$ cat config.mk
export PLATFORM = sky130hd
export DESIGN_NAME = picorv_mem_arbiter
export DESIGN_NICKNAME = d
export VERILOG_FILES = /design/src/rtl/picorv_mem_arbiter.sv
export SDC_FILE = /design/constraint.sdc
export NUM_CORES = 1
export LEC_CHECK = 0
export BUFFER_PORTS_ARGS = -buffer_cell sky130_fd_sc_hd__buf_2
export CORE_AREA = 4 4 117 119
export DETAILED_ROUTE_END_ITERATION = 8
export DIE_AREA = 0 0 121 123
export PLACE_DENSITY = 0.55
export SKIP_LAST_GASP = 1
export SLEW_MARGIN = 20
export SYNTH_ARGS = -nofsm -noshare
export SYNTH_HDL_FRONTEND = slang
export SYNTH_SLANG_ARGS = --single-unit
$ cat constraint.sdc
create_clock -name clk -period 2.2 [get_ports clk]
set_clock_uncertainty 0.05 [all_clocks]
set_input_delay 0.33 -clock clk [delete_from_list [all_inputs] [get_ports clk]]
set_output_delay 0.33 -clock clk [all_outputs]
set_load 0.02 [all_outputs]
$ cat src/rtl/picorv_mem_arbiter.sv
// Two-requester arbiter for a picorv-style native memory port.
// M0 is the core, M1 is the stream/DMA loader. A grant is held for one whole transaction.
// There is always at least one idle cycle between transactions, so the memory block
// always sees mem_valid fall. The stream strobes in that block need the rising edge.
// A sticky watchdog flags a slave that stalls a granted transfer for too long.
//
// Ports:
//   clk, resetn                         clock, asynchronous active-low reset
//   m{0,1}_valid/addr/wdata/wstrb       requester inputs (wstrb 0 = read)
//   m{0,1}_ready                        transfer-complete pulse to the owner only
//   m{0,1}_rdata                        shared read data, qualified by mX_ready
//   s_mem_valid/addr/wdata/wstrb        muxed request to the memory block
//   s_mem_ready, s_mem_rdata            memory completion and read data
//   grant                               one-hot current owner (00 = idle)
//   timeout_err                         sticky watchdog flag
module picorv_mem_arbiter #(
  parameter int unsigned FIXED_PRIO     = 0,
  parameter int unsigned TIMEOUT_CYCLES = 1024,
  parameter int unsigned CNT_W          = 11
) (
  input  logic        clk,
  input  logic        resetn,
  input  logic        m0_valid,
  input  logic [31:0] m0_addr,
  input  logic [31:0] m0_wdata,
  input  logic [3:0]  m0_wstrb,
  output logic        m0_ready,
  output logic [31:0] m0_rdata,
  input  logic        m1_valid,
  input  logic [31:0] m1_addr,
  input  logic [31:0] m1_wdata,
  input  logic [3:0]  m1_wstrb,
  output logic        m1_ready,
  output logic [31:0] m1_rdata,
  output logic        s_mem_valid,
  output logic [31:0] s_mem_addr,
  output logic [31:0] s_mem_wdata,
  output logic [3:0]  s_mem_wstrb,
  input  logic        s_mem_ready,
  input  logic [31:0] s_mem_rdata,
  output logic [1:0]  grant,
  output logic        timeout_err
);

  typedef enum logic [1:0] {StIdle, StOwn0, StOwn1} state_e;

  localparam logic [CNT_W-1:0] TimeoutVal = CNT_W'(TIMEOUT_CYCLES);
  localparam logic [CNT_W-1:0] CntMax     = {CNT_W{1'b1}};

  state_e           state_q;
  logic [1:0]       grant_q;
  logic             last_q;      // 1 = M1 owned the last completed transfer
  logic [CNT_W-1:0] wd_cnt_q;
  logic             timeout_q;
  logic             pick_m0;

  // On a tie, M0 wins under fixed priority, or when M1 had the last completed transfer.
  assign pick_m0 = (FIXED_PRIO != 0) || last_q;

  always_ff @(posedge clk or negedge resetn) begin
    if (!resetn) begin
      state_q   <= StIdle;
      grant_q   <= 2'b00;
      last_q    <= 1'b1;
      wd_cnt_q  <= '0;
      timeout_q <= 1'b0;
    end else begin
      unique case (state_q)
        StIdle: begin
          if (m0_valid && (!m1_valid || pick_m0)) begin
            state_q  <= StOwn0;
            grant_q  <= 2'b01;
            wd_cnt_q <= '0;
          end else if (m1_valid) begin
            state_q  <= StOwn1;
            grant_q  <= 2'b10;
            wd_cnt_q <= '0;
          end
        end
        StOwn0: begin
          if (s_mem_ready) begin
            state_q <= StIdle;
            grant_q <= 2'b00;
            last_q  <= 1'b0;
          end else if (!m0_valid) begin
            // The requester abandoned the transfer. It does not count as a completed turn.
            state_q <= StIdle;
            grant_q <= 2'b00;
          end
        end
        StOwn1: begin
          if (s_mem_ready) begin
            state_q <= StIdle;
            grant_q <= 2'b00;
            last_q  <= 1'b1;
          end else if (!m1_valid) begin
            state_q <= StIdle;
            grant_q <= 2'b00;
          end
        end
        default: begin
          state_q <= StIdle;
          grant_q <= 2'b00;
        end
      endcase

      // Count stalled owner cycles and saturate. The transfer itself is never aborted.
      if ((state_q != StIdle) && !s_mem_ready && (wd_cnt_q != CntMax)) begin
        wd_cnt_q <= wd_cnt_q + CNT_W'(1);
      end

      if ((TIMEOUT_CYCLES != 0) && (wd_cnt_q == TimeoutVal)) begin
        timeout_q <= 1'b1;
      end
    end
  end

  assign grant       = grant_q;
  assign timeout_err = timeout_q;
  assign m0_rdata    = s_mem_rdata;
  assign m1_rdata    = s_mem_rdata;

  always_comb begin
    s_mem_valid = 1'b0;
    s_mem_addr  = 32'h0;
    s_mem_wdata = 32'h0;
    s_mem_wstrb = 4'h0;
    m0_ready    = 1'b0;
    m1_ready    = 1'b0;
    unique case (state_q)
      StOwn0: begin
        s_mem_valid = m0_valid;
        s_mem_addr  = m0_addr;
        s_mem_wdata = m0_wdata;
        s_mem_wstrb = m0_wstrb;
        m0_ready    = s_mem_ready;
      end
      StOwn1: begin
        s_mem_valid = m1_valid;
        s_mem_addr  = m1_addr;
        s_mem_wdata = m1_wdata;
        s_mem_wstrb = m1_wstrb;
        m1_ready    = s_mem_ready;
      end
      default: ;
    endcase
  end

endmodule

==> key figures, run 1 <==
Place
  – Placed insts: roughly 620
  – Hpwl dp: around 8500 um
  – Number of port buffers: roughly 210
  – Placed Instance Area: ~0.0032 mm^2
  – GP Congestion: between 0.9 and 1

Critical path
  – Crit path from: grant[1]$_DFFE_PN0P_
  – Crit path DAT: between 1500 and 2000 ps
  – R2r endpoint: wd_cnt_q[8]$_DFFE_PN0P_
  – Kind of critical path: reg -> out
  – Crit path capture: s_mem_addr[28]
  – Startpoint types: flip-flop
  – R2r startpoint: grant[1]$_DFFE_PN0P_
  – Crit Path Max Fanout: 40
  – Reg2Reg Depth: 7
  – CP Capture Type: output port
  – Reg2reg setup slack: roughly 250 ps
  – Crit path required time: roughly 1800 ps

CTS
  – Clk sinks: 15
  – Clock root buffer: clkbuf_16
  – CTS clk-pin slew, worst paths: 50 ps
  – CTS Buffer Depth: 2
  – Worst skew pair latency: about 250 ps
  – TritonCTS clock tree: done
  – # H-tree levels: 1
  – Total CTS buffers: 3

Routing
  – Vias: around 2,800
  – DRT Pass-1 Iters: 4
  – Initial DRC Count: 80
  – Routed WL per cell: approximately 17 um
  – Drt total wl: roughly 11,000 um
  – # DRC: 0
  – Post-route ant nets: 0
  – Via density: 4.47

Timing
  – Final hold viol count: 0
  – Worst-Margin Slew: 564 ps
  – Period utilization: 94.7%
  – Final setup viols: 0
  – Post-layout min period: around 2100 ps
  – Rel. slew slack: around 62%
  – Fmax: about 480 MHz
  – Slew Viols, Final: 0
  – RSZ-0062 raised after global routing: no
  – Setup_tns: 0 ps

Power and ir drop
  – Leakage power: 1.77 nW
  – Pwr dens: 1120 mW/mm^2
  – Peak VDD IR: roughly 410 uV

Worst hold path
  – HP Class: in -> reg

Layout
  – Util after Layout: a little over a quarter
  – FILL cells: 1,383
  – FF+latch area: approximately 380 um^2
  – Final #Nets: 639
  – Proportion of layout cells with a drive suffix above 1: 54.6%
  – Final Non-Filler Cells: 632
  – Area of the multi-input gates: 0.00147 mm^2
  – Layout area overhead: 42.7%
  – Cell area after layout: about 0.0034 mm^2
  – Antenna cells: 0

Floorplan
  – Core ar.: 0.0126 mm^2
  – Die X: 121 um
  – IO Count: approximately 310
  – Die ar.: 0.0149 mm^2
  – Starting Density: approximately 19%
  – Row count: slightly above 40
  – Die Span Y: 123 um

Synthesis
  – Post-synthesis sequential area ratio: between 15 and 20%
  – Synth top area share: ~21%
  – Cell variety after synth: 36
  – Synth Register Bits: 15
  – Syn Std Cell Area: between 0.002 and 0.0025 mm^2
  – Syn Nets: about 500
  – Syn_area_per_cell: approximately 7.6 um^2
  – Synth area leader: a22oi_1
  – Ranking of synthesized cells by area: a22oi_1 (21%), buf_4 (20%), nor2b_1 (18%)
  – Synth warn: 0
  – Mapped Cells: 320
  – Async SR Flop Fraction: 100%
  – Most frequent cells after synthesis: a22oi_1 (69), nor2b_1 (69), buf_4 (65), clkbuf_1 (19), dfrtp_1 (14)
  – EDFF count, synth: 0
  – Main synth FF type: dfrtp_1

Global routing
  – Vias in the first global route: around 2,700
  – Grt ovf: 0
  – Largest net degree at the start of global routing: between 40 and 50
  – Initial antenna violation count: 0
  – GRT Total Usage: between 10% and 20%
  – First-pass GRT wire length: ~15,000 um

Status
  – Status: finished clean

Job
  – Max Cap Violations: 0
-- cell families after synthesis --
kind of cell / Yosys count / share of synthesized area [%]
buffers and inverters: 97 / 25.6
DFF: 15 / 15.6
AOI/OAI and AO/OA: 91 / 28.4
adders and majority gates: 5 / 2.59
and+or+nand+nor: 112 / 27.8
-- critical path: stages, from the launching register on --
cell     delay [ps]
dfrtp_2         410
inv_2            80
ha_2            360
buf_8           200
nor2b_1         200
buf_2           190
-- final cells by class --
type | count | area share [%]
multi-input combinational | 208 | 42.7
timing repair buffer | 226 | 37.0
sequential | 15 | 11.0
tap | 172 | 6.24
clock buffer | 3 | 2.18
inverter | 7 | 0.762
clock inverter | 1 | 0.145
-- repair_timing --
| item | in CTS | in global routing |
|---|---|---|
| endpoints found under the hold margin | 14 | 0 |
| gates cloned | 0 | 2 |
| buffers inserted | 0 | 1 |
| gates resized for setup | 3 | 14 |
| endpoints found under the setup margin | 30 | 54 |
| hold buffers | 1 | 0 |
-- layer usage --
layer  track usage [%]  vias to the layer above  part of all wire, %
li1                  -                     1366                    -
met1              14.7                     1306                   40
met2              22.2                      145                   52
met3              3.11                        6                  8.0
met4              2.34                        0                 0.70
met5                 0                        -                    0
-- registers in the layout (all words and copies together), names as in the netlist --
register     cells
last_q           1
timeout_err      1
grant            2
wd_cnt_q        11
-- report_power, final --
group          switching [mW]  internal, mW  total (mW)  leakage (nW)
combinational            1.76          1.33        3.10          1.53
sequential             0.0726         0.333       0.405         0.199
clock                   0.120         0.243       0.363        0.0409
-- cells in the final DEF, fill, tap and decap left out, drive strengths merged --
master,synthesis,final
o31a,1,1
clkbuf,20,5
nor3,7,7
ha,5,5
nor2b,69,69
nor2,3,3
clkinv,0,1
a21oi,3,3
a21o,1,1
o21ai,2,2
and2,2,2
and3,9,9
nor4b,1,1
and4,1,1
inv,7,7
dlygate4sd3,0,1
dfrtp,14,14
dfstp,1,1
nor4,1,1
a22o,1,1
o31ai,3,3
nand4,5,5
nand3,5,5
nand2,9,9
buf,70,223
o211ai,1,1
a211o,7,7
a41o,1,1
a22oi,69,69
o22ai,2,2
-- how the worst min path moves through the flow --
stage,startpoint,depth (start not counted),to,slack [ps]
6_report,m0_valid,3,grant[0]$_DFFE_PN0P_,380
5_1_grt,m0_valid,3,grant[0]$_DFFE_PN0P_,420
4_1_cts,m0_valid,3,grant[0]$_DFFE_PN0P_,380
3_5_place_dp,resetn,1,wd_cnt_q[6]$_DFFE_PN0P_,210
3_3_place_gp,resetn,1,wd_cnt_q[6]$_DFFE_PN0P_,200
2_1_floorplan,resetn,0,grant[0]$_DFFE_PN0P_,-20
-- metrics by stage --
stage | worst slack, ps | hold slack [ps] | power, mW
6_report | 117 | 383 | 3.87
5_1_grt | 28.3 | 421 | 4.15
4_1_cts | -16.9 | 383 | 3.68
3_5_place_dp | 209 | 209 | 3.28
3_3_place_gp | 293 | 205 | 3.20
2_1_floorplan | 0.131 | -15.6 | 2.48
Power figures use the tool's default switching activity.
==> run 2, diff against run 1 <==
--- a/config.mk
+++ b/config.mk
@@ -9,7 +9,6 @@
 export CORE_AREA = 4 4 117 119
 export DETAILED_ROUTE_END_ITERATION = 8
 export DIE_AREA = 0 0 121 123
-export PLACE_DENSITY = 0.55
 export SKIP_LAST_GASP = 1
 export SLEW_MARGIN = 20
 export SYNTH_ARGS = -nofsm -noshare
==> key figures, run 2 (synthesized netlist as in run 1, its figures left out) <==
Layout
  – Proportion of layout cells with a drive suffix above 1: a little over half
  – Layout area overhead: 42.6%
  – Most frequent cells in the layout: buf_2 (214), a22oi_1 (69), nor2b_1 (61), dfrtp_1 (14), nand2_1 (9)
  – Final #Nets: between 600 and 700
  – FILL cells: around 1,400
  – Most flop-heavy register: wd_cnt_q
  – Max FFs per register: 11
  – Commonest non-fill, non-tap cell in the layout: buf_2
  – Antenna cells: 0

Routing
  – Initial DRC Count: ~140
  – Via density: about 4.4
  – # DRC: 0
  – Vias: 2,776
  – Routed WL per cell: about 16 um
  – Drt total wl: 10,300 um
  – DRT Pass-1 Iters: 4
  – Post-route ant nets: 0

Timing
  – Final setup viols: 0
  – Post-layout min period: 2070 ps
  – Rel. slew slack: approximately three quarters
  – RSZ-0062 raised after global routing: no
  – Worst-Margin Slew: between 300 and 400 ps
  – Period utilization: ~94%
  – Fmax: 484 MHz
  – Slew Viols, Final: 0
  – Setup_tns: 0 ps
  – Final hold viol count: 0

Critical path
  – Crit Path Max Fanout: 35
  – Startpoint types: flip-flop
  – Crit path required time: about 1800 ps
  – Crit path largest cell delay: 430 ps
  – Worst-path cell chain: inv_2, ha_4, buf_12, a22oi_1, nor2b_1, buf_2
  – Reg2reg setup slack: ~290 ps
  – Reg2Reg Depth: 5
  – CP Capture Type: output port
  – Kind of critical path: reg -> out
  – R2r startpoint: wd_cnt_q[0]$_DFFE_PN0P_
  – R2r endpoint: wd_cnt_q[7]$_DFFE_PN0P_
  – Worst-path cell with the longest stage delay: dfrtp_1
  – Crit path DAT: 1690 ps

Floorplan
  – Die ar.: around 0.015 mm^2
  – IO Count: approximately 310
  – Die X: between 100 and 150 um
  – Core ar.: about 0.013 mm^2
  – Die Span Y: around 120 um
  – Starting Density: between 10% and 20%
  – Row count: 41

Global routing
  – Grt ovf: 0
  – Initial antenna violation count: 1
  – GRT Total Usage: roughly an eighth
  – Largest net degree at the start of global routing: 52
  – Vias in the first global route: approximately 2,700
  – First-pass GRT wire length: around 15,000 um

Power and ir drop
  – Peak VDD IR: 350 uV
  – Leakage power: roughly 1.8 nW
  – Pwr dens: 1140 mW/mm^2
  – Overall Power: between 3 and 4 mW

Worst hold path
  – Hold_sp: m0_valid
  – Hold endpoint: grant[0]$_DFFE_PN0P_
  – Cell depth of the worst min-delay path: 3
  – HP Class: in -> reg

Place
  – Hpwl dp: 8120 um
  – GP Congestion: 0.761
  – Number of port buffers: ~210

CTS
  – Worst skew pair latency: 240 ps
  – Clock root buffer: clkbuf_16
  – TritonCTS clock tree: done
  – CTS Buffer Depth: 2
  – Total CTS buffers: 3
  – CTS clk-pin slew, worst paths: 50 ps
  – # H-tree levels: 1
  – Clk sinks: 15

Status
  – Status: finished clean

Job
  – Max Cap Violations: 0
[run 2: layout make-up]
type                            count  area [um^2]  share of cell area (%)
Sequential cell                    15          377                    10.9
Multi-Input combinational cell    208         1480                    42.9
Timing Repair Buffer              228         1270                    36.9
Clock buffer                        4         78.8                    2.29
Tap cell                          172          215                    6.25
Inverter                            7         26.3                   0.763
[run 2: report_power, final]
group	total (mW)	leakage (nW)	internal (mW)	switching (mW)
Combinational	3.17	1.54	1.40	1.77
Clock	0.353	0.0382	0.245	0.108
Sequential	0.401	0.202	0.330	0.0716
Total	3.93	1.78	1.98	1.95
[run 2: what timing repair did]
action,in CTS,in global routing
resized for setup,1,6
buffers inserted,0,3
hold endpoints to repair,14,0
cloned,1,1
setup endpoints to repair,21,55
pin swaps,0,1
hold buffers,1,0
[run 2: metrics by stage]
stage / worst slack (ps) / instances / hold WS (ps) / instance area, um^2 / util [%]
6_report: 132 / 634 / 396 / 3440 / 27.4
3_5_place_dp: 204 / 624 / 213 / 3250 / 25.8
3_3_place_gp: 215 / 624 / 207 / 3250 / 25.8
5_1_grt: 21.0 / 634 / 428 / 3440 / 27.4
4_1_cts: 23.9 / 630 / 392 / 3380 / 26.9
2_1_floorplan: 0.131 / 320 / -15.6 / 2440 / -
[run 2: routing by layer]
layer	share of wire, %	global-route usage (%)
met2	52	21.4
met4	1.2	2.41
met1	39	15.8
met5	0.19	0
met3	8.0	3.16
[run 2: worst max-delay path by stage]
| stage | endpoint | slack [ps] | start | cells past startpoint |
|---|---|---|---|---|
| 2_1_floorplan | s_mem_wstrb[1] | 0.1 | grant[1]$_DFFE_PN0P_ | 7 |
| 3_3_place_gp | s_mem_valid | 220 | grant[1]$_DFFE_PN0P_ | 5 |
| 3_5_place_dp | s_mem_addr[24] | 200 | grant[1]$_DFFE_PN0P_ | 5 |
| 4_1_cts | s_mem_wdata[10] | 20 | grant[0]$_DFFE_PN0P_ | 6 |
| 5_1_grt | s_mem_valid | 20 | grant[0]$_DFFE_PN0P_ | 6 |
| 6_report | s_mem_addr[24] | 130 | grant[0]$_DFFE_PN0P_ | 6 |
[run 2: critical path, delay by kind of cell (launching register included)]
kind / cells / cell delay (ps)
buffers and inverters: 3 / 520
flip-flops: 1 / 430
AND/OR/NAND/NOR: 1 / 150
adder cells (fa/ha/maj): 1 / 190
AO/OA/AOI/OAI: 1 / 120
